### config.mk
export PLATFORM = sky130hd
export DESIGN_NAME = pixel_fb_writer
export DESIGN_NICKNAME = d
export VERILOG_FILES = /design/src/rtl/pixel_fb_pkg.sv /design/src/rtl/pixel_fb_writer_fb_addr_gen.sv /design/src/rtl/pixel_fb_writer.sv
export SDC_FILE = /design/constraint.sdc
export NUM_CORES = 1
export LEC_CHECK = 0
export ABC_AREA = 1
export CORE_MARGIN = 2
export CORE_UTILIZATION = 50
export CTS_CLUSTER_SIZE = 40
export DETAILED_ROUTE_END_ITERATION = 8
export GPL_TIMING_DRIVEN = 0
export PLACE_DENSITY = 0.95
export SYNTH_ARGS = -nofsm -noshare
export SYNTH_HDL_FRONTEND = slang
export SYNTH_SLANG_ARGS = --single-unit
### constraint.sdc
create_clock -name clk -period 2.9 [get_ports clk]
set_clock_uncertainty 0.2 [all_clocks]
set_input_delay 0.435 -clock clk [delete_from_list [all_inputs] [get_ports clk]]
set_output_delay 0.435 -clock clk [all_outputs]
set_load 0.02 [all_outputs]
### src/rtl/pixel_fb_pkg.sv
// Shared types for the pixel framebuffer writer: FSM states and the 96-bit
// pixel record layout popped from the GL core's pixel FIFO.
package pixel_fb_pkg;

    localparam int REC_W   = 96;
    localparam int COORD_W = 16;

    typedef enum logic [2:0] {
        ST_IDLE,
        ST_POP,
        ST_CLIP,
        ST_ZRD,
        ST_ZWR,
        ST_WR
    } state_t;

    // Packed so that x lands in [95:80], y in [79:64], z in [63:32], RGBA in [31:0].
    typedef struct packed {
        logic [COORD_W-1:0] x;
        logic [COORD_W-1:0] y;
        logic [31:0]        z;
        logic [31:0]        color;
    } pixel_rec_t;

endpackage

### src/rtl/pixel_fb_writer_fb_addr_gen.sv
// Linear pixel offset generator: off = y*SCREEN_W + x, registered when i_en.
// The offset is held until the next enabled cycle so later states can reuse it.
module fb_addr_gen
    import pixel_fb_pkg::*;
#(
    parameter int unsigned SCREEN_W = 640
) (
    input  logic               clk,
    input  logic               reset_n,
    input  logic               i_en,
    input  logic [COORD_W-1:0] i_x,
    input  logic [COORD_W-1:0] i_y,
    output logic [31:0]        o_off
);

    logic [31:0] r_off;

    always_ff @(posedge clk or negedge reset_n) begin
        if (!reset_n) begin
            r_off <= '0;
        end else if (i_en) begin
            r_off <= 32'(i_y) * 32'(SCREEN_W) + 32'(i_x);
        end
    end

    assign o_off = r_off;

endmodule

### src/rtl/pixel_fb_writer.sv
// Pops pixel records, clips them to the screen and writes colour via req/ack.
// Define DEPTH_TEST_EN to add the depth-buffer read-compare-write before the colour write.
module pixel_fb_writer
    import pixel_fb_pkg::*;
#(
    parameter int unsigned SCREEN_W = 640,
    parameter int unsigned SCREEN_H = 480,
    parameter logic [31:0] FB_BASE  = 32'h0000_0000,
    parameter logic [31:0] Z_BASE   = 32'h0004_B000
) (
    input  logic             clk,
    input  logic             reset_n,
    input  logic [REC_W-1:0] pixel_fifo_dout,
    input  logic             pixel_fifo_empty,
    output logic             pixel_fifo_rd_en,
    output logic             fb_req,
    output logic [31:0]      fb_addr,
    output logic [31:0]      fb_wdata,
    input  logic             fb_ack,
    output logic             z_req,
    output logic             z_we,
    output logic [31:0]      z_addr,
    output logic [31:0]      z_wdata,
    input  logic [31:0]      z_rdata,
    input  logic             z_ack,
    output logic             busy,
    output logic [15:0]      pix_written,
    output logic [15:0]      pix_dropped
);

    state_t             r_state;
    logic               r_run;
    logic [COORD_W-1:0] r_x;
    logic [COORD_W-1:0] r_y;
    logic [31:0]        r_z;
    logic [31:0]        r_color;
    logic               r_fb_req;
    logic [31:0]        r_fb_addr;
    logic [31:0]        r_fb_wdata;
    logic [15:0]        r_written;
    logic [15:0]        r_dropped;

    pixel_rec_t         w_rec;
    logic [31:0]        w_off;
    logic               w_clipped;

    assign w_rec     = pixel_fifo_dout;
    assign w_clipped = ({16'd0, r_x} >= SCREEN_W) || ({16'd0, r_y} >= SCREEN_H);

    // r_run keeps the pop strobe quiet while reset is held and for the first cycle after.
    assign pixel_fifo_rd_en = r_run && (r_state == ST_IDLE) && !pixel_fifo_empty;
    assign busy             = (r_state != ST_IDLE);

    // Fed straight from the FIFO output during POP so the offset is ready in CLIP.
    fb_addr_gen #(
        .SCREEN_W (SCREEN_W)
    ) u_addr_gen (
        .clk     (clk),
        .reset_n (reset_n),
        .i_en    (r_state == ST_POP),
        .i_x     (w_rec.x),
        .i_y     (w_rec.y),
        .o_off   (w_off)
    );

    always_ff @(posedge clk or negedge reset_n) begin
        if (!reset_n) begin
            r_run <= 1'b0;
        end else begin
            r_run <= 1'b1;
        end
    end

`ifdef DEPTH_TEST_EN
    logic        r_z_req;
    logic        r_z_we;
    logic [31:0] r_z_addr;
    logic [31:0] r_z_wdata;

    assign z_req   = r_z_req;
    assign z_we    = r_z_we;
    assign z_addr  = r_z_addr;
    assign z_wdata = r_z_wdata;
`else
    logic w_unused;

    assign z_req    = 1'b0;
    assign z_we     = 1'b0;
    assign z_addr   = 32'd0;
    assign z_wdata  = 32'd0;
    assign w_unused = ^{r_z, z_rdata, z_ack, Z_BASE};
`endif

    always_ff @(posedge clk or negedge reset_n) begin
        if (!reset_n) begin
            r_state    <= ST_IDLE;
            r_x        <= '0;
            r_y        <= '0;
            r_z        <= '0;
            r_color    <= '0;
            r_fb_req   <= 1'b0;
            r_fb_addr  <= '0;
            r_fb_wdata <= '0;
            r_written  <= '0;
            r_dropped  <= '0;
`ifdef DEPTH_TEST_EN
            r_z_req    <= 1'b0;
            r_z_we     <= 1'b0;
            r_z_addr   <= '0;
            r_z_wdata  <= '0;
`endif
        end else begin
            case (r_state)
                ST_IDLE: begin
                    if (pixel_fifo_rd_en) begin
                        r_state <= ST_POP;
                    end
                end
                ST_POP: begin
                    r_x     <= w_rec.x;
                    r_y     <= w_rec.y;
                    r_z     <= w_rec.z;
                    r_color <= w_rec.color;
                    r_state <= ST_CLIP;
                end
                ST_CLIP: begin
                    if (w_clipped) begin
                        r_dropped <= r_dropped + 16'd1;
                        r_state   <= ST_IDLE;
                    end else begin
`ifdef DEPTH_TEST_EN
                        r_z_req  <= 1'b1;
                        r_z_we   <= 1'b0;
                        r_z_addr <= Z_BASE + w_off;
                        r_state  <= ST_ZRD;
`else
                        r_fb_req   <= 1'b1;
                        r_fb_addr  <= FB_BASE + w_off;
                        r_fb_wdata <= r_color;
                        r_state    <= ST_WR;
`endif
                    end
                end
`ifdef DEPTH_TEST_EN
                ST_ZRD: begin
                    if (z_ack) begin
                        // Strictly-less passes; an equal depth is treated as hidden.
                        if (r_z < z_rdata) begin
                            r_z_we    <= 1'b1;
                            r_z_wdata <= r_z;
                            r_state   <= ST_ZWR;
                        end else begin
                            r_z_req   <= 1'b0;
                            r_dropped <= r_dropped + 16'd1;
                            r_state   <= ST_IDLE;
                        end
                    end
                end
                ST_ZWR: begin
                    if (z_ack) begin
                        r_z_req    <= 1'b0;
                        r_z_we     <= 1'b0;
                        r_fb_req   <= 1'b1;
                        r_fb_addr  <= FB_BASE + w_off;
                        r_fb_wdata <= r_color;
                        r_state    <= ST_WR;
                    end
                end
`endif
                ST_WR: begin
                    if (fb_ack) begin
                        r_fb_req  <= 1'b0;
                        r_written <= r_written + 16'd1;
                        r_state   <= ST_IDLE;
                    end
                end
                default: begin
                    r_state <= ST_IDLE;
                end
            endcase
        end
    end

    assign fb_req      = r_fb_req;
    assign fb_addr     = r_fb_addr;
    assign fb_wdata    = r_fb_wdata;
    assign pix_written = r_written;
    assign pix_dropped = r_dropped;

endmodule
==> results.toml, run 1 <==
[outcome]
run_status = "finished with violations"
violations = "setup timing"

[finish]
n_antenna_cell = 0
post_route_cells_drive_above_1_share = 0.1401
final_nets = 1540
multi_input_comb_area_sq_um = 4190
register_area_sq_um = 4379
fillCellCount = 1339
final_cell_count_no_fill = 1607
relative_area_change_from_synthesis_to_final_layout_pct = 33.58
finalInstanceArea_sq_um = 12320

[synthesis]
ys_ff_latch = 175
avgSynthCellArea_sq_um = 8.379
yosys.cell_types.count = 37
combinational_family_with_the_most_area_after_synthesis = "simple AND/OR/NAND/NOR gates"
synthSimpleGateAreaFrac = 0.2097
synth_seq_area_share = 0.4747
synth_edf_count = 0
syn-instance-count = 1101
synth_xor_area_frac = 0.03893
synthesis.area_sq_um = 9225
ys_dominant_reg_cell = "dfrtp_1"
synth_compound_area_frac = 0.07663
async_flop_share = 1.000
muxShareOfSynthArea = 0.01587
synth-adder-area-share = 0.05859
yosysWarningCount = 0

[sta]
fin_crit_sh = 1.061
setup_viol = 6
maxSlewHeadroom = 0.5562
final_period_minus_worst_setup_slack_ps = 3078
fin_ws_ps = -178.3
setup_repair_after_global_routing_missed_its_margin = "true"
clock.fmax_mhz = 324.9
setup_tns_ps = -509.2
maxSlewViolCount = 0
worst-slew-pin-transition_ps = 665.8
hold_viol = 0

[die]
die-area_sq_um = 19550
placement_row_count = 49
boundaryPins = 298
start_util = 0.5118
floorplan.die.height_microns = 139.8
design.core.area_sq_um = 18020
dieWidth_microns = 139.8

[setup_path]
worstPathBufferInverterCount = 3
critPathSlowestCell = "ha_1"
critPathMaxFanout = 4
crit_required_ps = 2990
type_of_the_worst_setup_path = "input port to flip-flop"
critical-path-top-delay-family = "adder cells"
critPathArrivalTime_ps = 3170
max_stage_delay_ps = 360
path_cells = "buf_8 > ha_4 > ha_4 > inv_2 > fa_2 > inv_2 > nand2_4 > a21oi_4 > xor2_1 > ha_1 > nand2_2 > a21oi_1 > nor2_1 > nand2_1 > nor2_2 > nor2_2 > nand2_2 > nor2_4 > a21oi_2 > nand2_1 > o21ai_1"
setup.worst_path.start_class = "input port"
worst_setup_path_end_kind = "flip-flop"
timing.critical_path.depth = 21
r2r_cells = 5

[global_route]
globalRoute.totalOverflow = 0
grt_antenna_before_repair = 0
top_usage_layer = "met2"
groute.layer.met1.usage = 0.3059
grt_pass1_wl_microns = 38650
groute.layer.met2.usage = 0.4293
grt_start_max_net_pins = 133
track_usage = 0.2447
number_of_global_route_vias_before_repair = 7863
met3_resource_use_gr = 0.03269

[drt]
via_count = 8060
detail_route.drc_violations = 0
first_pass_iters = 5
finalWirelength_microns = 23640
wl_per_cell_microns = 14.71
ant_nets = 0
viasPerCell = 5.016
drt_first_iter_violations = 595

[clock_tree]
clkSlewWorstSetupHoldPaths_ps = 70
clock_network_latency_to_the_later_pin_of_the_worst_skew_pair_ps = 420
cts_made_buffers = 17
cts_buffer_depth = 2
cts-root-buf = "clkbuf_16"
cts-htree-levels = 4
cts_num_sinks = 175
tritoncts = "yes"

[pwr]
worst_voltage_drop_across_the_vdd_grid_mv = 0.5960
static-leakage-power_nw = 6.180
power_per_cell_area_nw_per_um2 = 682.3

[placed_design]
placed_cell_area_sq_um = 11460
portBuffers = 161
place.detailed.hpwl_microns = 17430
dpl_worst_slack_ps = -1170
place_congestion = 0.8719
dp_cells = 1562

[job]
max-cap-violations = 0

[min_path]
hold_path_class = "input port to flip-flop"
timing.hold.worst_path_depth = 3
[final timing paths]
check,start,end,slack [ps]
worst min-delay path,pixel_fifo_dout[69],r_y[5],160
max in group asynchronous,reset_n,r_y[14],1240
worst max register to register,r_state[2],r_x[9],540
worst min register to register,pix_written[15],pix_written[15],270
min in group asynchronous,reset_n,pix_dropped[1],300
worst max-delay path,pixel_fifo_dout[67],u_addr_gen.o_off[22],-180
[registers in the layout (all words and copies together) (netlist names), 11 cells and up]
name and cells:
u_addr_gen.o_off 20, r_x 16, fb_addr 27, r_color 32
fb_wdata 32, pix_written 16, pix_dropped 16, r_y 11
[power breakdown]
group          total [W]  leakage (nW)  switching (W)  internal, W
sequential       0.00338          2.29       0.000302      0.00308
clock            0.00217         0.276        0.00103      0.00114
combinational    0.00285          3.61        0.00181      0.00105
total            0.00841          6.18        0.00314      0.00527
[stage by stage]
step | power [W] | hold slack, ps | util
final | 0.008408 | 155.1 | 0.6837
after global routing | 0.008947 | 155.5 | 0.6837
after global placement | 0.005918 | 241.0 | 0.6338
after floorplan | 0.005124 | -60.59 | -
after CTS | 0.008357 | 129.7 | 0.6796
after detailed placement | 0.006068 | 144.0 | 0.6356
[cells in the mapped netlist, types with 2 or more instances]
cell / instances / share of area
mux2_1: 9 / 0.011
conb_1: 2 / 0.00081
clkbuf_1: 26 / 0.011
a21oi_1: 15 / 0.0081
mux2_4: 3 / 0.0049
nand2_2: 7 / 0.0047
nor4_1: 2 / 0.0014
nand4_1: 10 / 0.0068
nor2_4: 3 / 0.0037
nand3_1: 40 / 0.022
xnor2_1: 18 / 0.017
nor2_2: 6 / 0.0041
nand2_1: 333 / 0.14
buf_4: 71 / 0.058
nand3_2: 3 / 0.0033
o21ai_1: 11 / 0.0060
o21ai_0: 99 / 0.054
nor3_1: 11 / 0.0060
nor2_1: 38 / 0.015
buf_2: 5 / 0.0027
o22ai_1: 2 / 0.0014
inv_1: 128 / 0.052
a31oi_1: 6 / 0.0041
fa_1: 2 / 0.0043
and2_1: 2 / 0.0014
xor2_1: 23 / 0.022
ha_1: 40 / 0.054
dfrtp_1: 175 / 0.47
nor3_2: 3 / 0.0033
[area by class of cell]
cell class / count / share of cell area
plain buffers: 103 / 0.05412
repair buffers: 175 / 0.1416
flip-flops and latches: 175 / 0.3554
clock buffers: 17 / 0.03452
inverters: 129 / 0.03929
well taps: 229 / 0.02325
clock inverters: 15 / 0.01178
multi-input cells: 764 / 0.3400
[routing by layer]
| metal | wire [microns] | vias to the layer above |
|---|---|---|
| li1 | - | 3855 |
| met1 | 9570 | 3819 |
| met2 | 12010 | 319 |
| met3 | 1271 | 67 |
| met4 | 792 | 0 |
| met5 | 0 | - |
[repair_timing]
item | in CTS | in global routing
setup endpoints to repair | 13 | 11
cloned | 0 | 0
pin swaps | 19 | 9
hold buffers | 1 | 0
hold endpoints to repair | 43 | 0
setup buffers | 10 | 2
resized for setup | 54 | 16
[tightest hold or removal path: cells and delay by family]
kind,cells,cell delay (ps)
buffers and inverters,1,160
AND/OR/NAND/NOR,2,150
[kinds of logic after synthesis]
| logic type | Yosys count |
|---|---|
| AO/OA/AOI/OAI | 136 |
| XOR/XNOR | 41 |
| adder cells (fa/ha/maj) | 42 |
| buffers and inverters | 232 |
| flip-flops | 175 |
| multiplexers | 12 |
| other | 2 |
| AND/OR/NAND/NOR | 461 |
[cell usage in the layout, fill, tap and decap left out, drive strengths merged, types with 2 or more instances in the layout]
cell / instances
clkinv: 6
conb: 72
inv: 136
nand2: 340
clkdlybuf4s15: 3
nand4: 10
buf: 96
nor4: 2
and2: 2
xor2: 23
mux2: 12
nand3: 43
o22ai: 2
dfrtp: 175
ha: 40
clkinvlp: 2
o21ai: 110
xnor2: 18
nor2: 47
a21oi: 16
clkbuf: 43
clkdlybuf4s50: 151
fa: 2
a31oi: 6
nor3: 14
Power figures use the tool's default switching activity.
==> run 2: changes to the inputs <==
--- a/config.mk
+++ b/config.mk
@@ -7,7 +7,7 @@
 export LEC_CHECK = 0
 export ABC_AREA = 1
 export CORE_MARGIN = 2
-export CORE_UTILIZATION = 50
+export CORE_UTILIZATION = 51
 export CTS_CLUSTER_SIZE = 40
 export DETAILED_ROUTE_END_ITERATION = 8
 export GPL_TIMING_DRIVEN = 0
==> results.toml, run 2 (same netlist as run 1, synthesis figures left out) <==
[die]
design.core.area_sq_um = 17840
boundaryPins = 298
dieWidth_microns = 138.5
floorplan.die.height_microns = 138.5
die-area_sq_um = 19180
start_util = 0.5171
placement_row_count = 49

[sta]
setup_viol = 9
worst-slew-pin-transition_ps = 723.4
fin_crit_sh = 1.047
clock.fmax_mhz = 329.3
fin_ws_ps = -136.5
final_period_minus_worst_setup_slack_ps = 3037
maxSlewHeadroom = 0.5178
hold_viol = 0
setup_repair_after_global_routing_missed_its_margin = "true"
maxSlewViolCount = 0

[min_path]
hold_path_class = "input port to flip-flop"

[clock_tree]
cts_buffer_depth = 2
cts_made_buffers = 17
tritoncts = "yes"
cts-htree-levels = 4
cts-root-buf = "clkbuf_16"
cts_num_sinks = 175
clkSlewWorstSetupHoldPaths_ps = 70
clock_network_latency_to_the_later_pin_of_the_worst_skew_pair_ps = 420

[drt]
first_pass_iters = 5
finalWirelength_microns = 23770
via_count = 8047
viasPerCell = 5.001
drt_first_iter_violations = 494
ant_nets = 0
detail_route.drc_violations = 0
wl_per_cell_microns = 14.78

[setup_path]
max_stage_delay_ps = 390
critical-path-top-delay-family = "adder cells"
r2r-start = "r_state[1]"
crit_required_ps = 2990
worst_setup_path_end_kind = "flip-flop"
critPathSlowestCell = "fa_2"
slack_of_the_worst_reg_to_reg_path_ps = 470
worstPathBufferInverterCount = 3
r2r_cells = 5
setup.worst_path.start_class = "input port"
critPathArrivalTime_ps = 3130
type_of_the_worst_setup_path = "input port to flip-flop"
source_of_the_critical_timing_path = "pixel_fifo_dout[67]"
path_cells = "buf_8 > ha_4 > ha_4 > inv_2 > fa_2 > inv_2 > nand2_4 > a21oi_4 > xor2_2 > ha_4 > nand2_4 > nor2_4 > nand2_2 > nand2_2 > nand4_1 > nand2_1 > nand2_2 > nor2_4 > nand2_2 > nand3_2 > o21ai_1"
timing.critical_path.depth = 21
crit_top_cell = "nand2_2"
crit-reg2reg-capture = "r_x[13]"
end_point_of_the_critical_path = "u_addr_gen.o_off[21]"
critPathMaxFanout = 4

[global_route]
grt_antenna_before_repair = 0
track_usage = 0.2504
grt_start_max_net_pins = 95
number_of_global_route_vias_before_repair = 7908
grt_pass1_wl_microns = 38890
globalRoute.totalOverflow = 0

[finish]
post_route_cells_drive_above_1_share = 0.1457
final_nets = 1542
relative_area_change_from_synthesis_to_final_layout_pct = 34.40
most_used_cells_in_the_layout_excluding_fill_and_tap_cells = "nand2_1 (325), dfrtp_1 (175), clkdlybuf4s50_1 (151), inv_1 (126), o21ai_0 (94)"
layout.cells.most_common = "nand2_1"
n_antenna_cell = 0
postLayoutCoreUtil = 0.6949

[job]
max-cap-violations = 0

[pwr]
power_per_cell_area_nw_per_um2 = 689.5
static-leakage-power_nw = 6.196
worst_voltage_drop_across_the_vdd_grid_mv = 0.4835

[placed_design]
place_congestion = 0.9156
place.detailed.hpwl_microns = 17310
dpl_worst_slack_ps = -1232
portBuffers = 161

[outcome]
violations = "setup timing"
run_status = "finished with violations"
==> run 2: cell count changes in the layout (fill, tap and decap cells not counted), moves of 3 or more <==
cell        delta
inv_8          -5
clkinv_4       -3
clkinvlp_4     +3
inv_6          +3
==> run 2: power breakdown <==
group / internal (W) / switching (W) / leakage [nW]
Clock: 0.00128 / 0.000974 / 0.268
Combinational: 0.00107 / 0.00184 / 3.63
Sequential: 0.00308 / 0.000294 / 2.29
==> run 2: through the flow <==
stage	cells	setup TNS (ps)	hold WS [ps]	power [W]	cell area, sq um
after global routing	1609	-2057	168.9	0.009097	12400
final	1609	-844.5	153.8	0.008548	12400
after global placement	1561	-981800	243.6	0.005919	11420
after detailed placement	1562	-13570	260.0	0.006057	11460
after CTS	1604	-293.4	139.0	0.008455	12270
after floorplan	1171	-1369	-60.59	0.005124	9525
==> run 2: how the worst min path moves through the flow <==
stage | slack, ps | end | cells past startpoint | from
after CTS | 140 | r_y[5] | 3 | pixel_fifo_dout[69]
after floorplan | -60 | fb_addr[0] | 0 | reset_n
final | 150 | r_y[5] | 3 | pixel_fifo_dout[69]
after global placement | 240 | u_addr_gen.o_off[26] | 2 | u_addr_gen.o_off[26]
after detailed placement | 260 | r_x[11] | 2 | r_x[11]
after global routing | 170 | r_y[5] | 3 | pixel_fifo_dout[69]
==> run 2: per-layer routing <==
metal / routed length [microns] / GRT usage / vias to the layer above / share of wire
li1: - / - / 3864 / -
met1: 9667 / 0.3102 / 3835 / 0.41
met2: 12080 / 0.4362 / 276 / 0.51
met3: 1143 / 0.03672 / 72 / 0.048
met4: 880 / 0.1117 / 0 / 0.037
met5: 0 / 0 / - / 0
==> run 2: area by class of cell <==
class,count,area (sq um)
clock buffer,19,432.9
inverter,129,484.2
multi-input combinational,764,4244
timing repair buffer,177,1754
clock inverter,13,150.1
fill,1312,5443
sequential,175,4379
buffer,103,666.9
tap,229,286.5
==> run 2: timing repair <==
action                     in CTS  in global routing
hold buffers                    1                  0
setup buffers                   9                  5
hold endpoints to repair       93                  0
pin swaps                      23                 14
resized for setup              61                 22
setup endpoints to repair      14                 11
==> run 2: worst register-to-register path: stages, from the launching register on <==
cell      delay (ps)
dfrtp_1          410
nor3_1           510
clkbuf_1         500
clkbuf_1         520
nand2_1          150
nand2_1          100
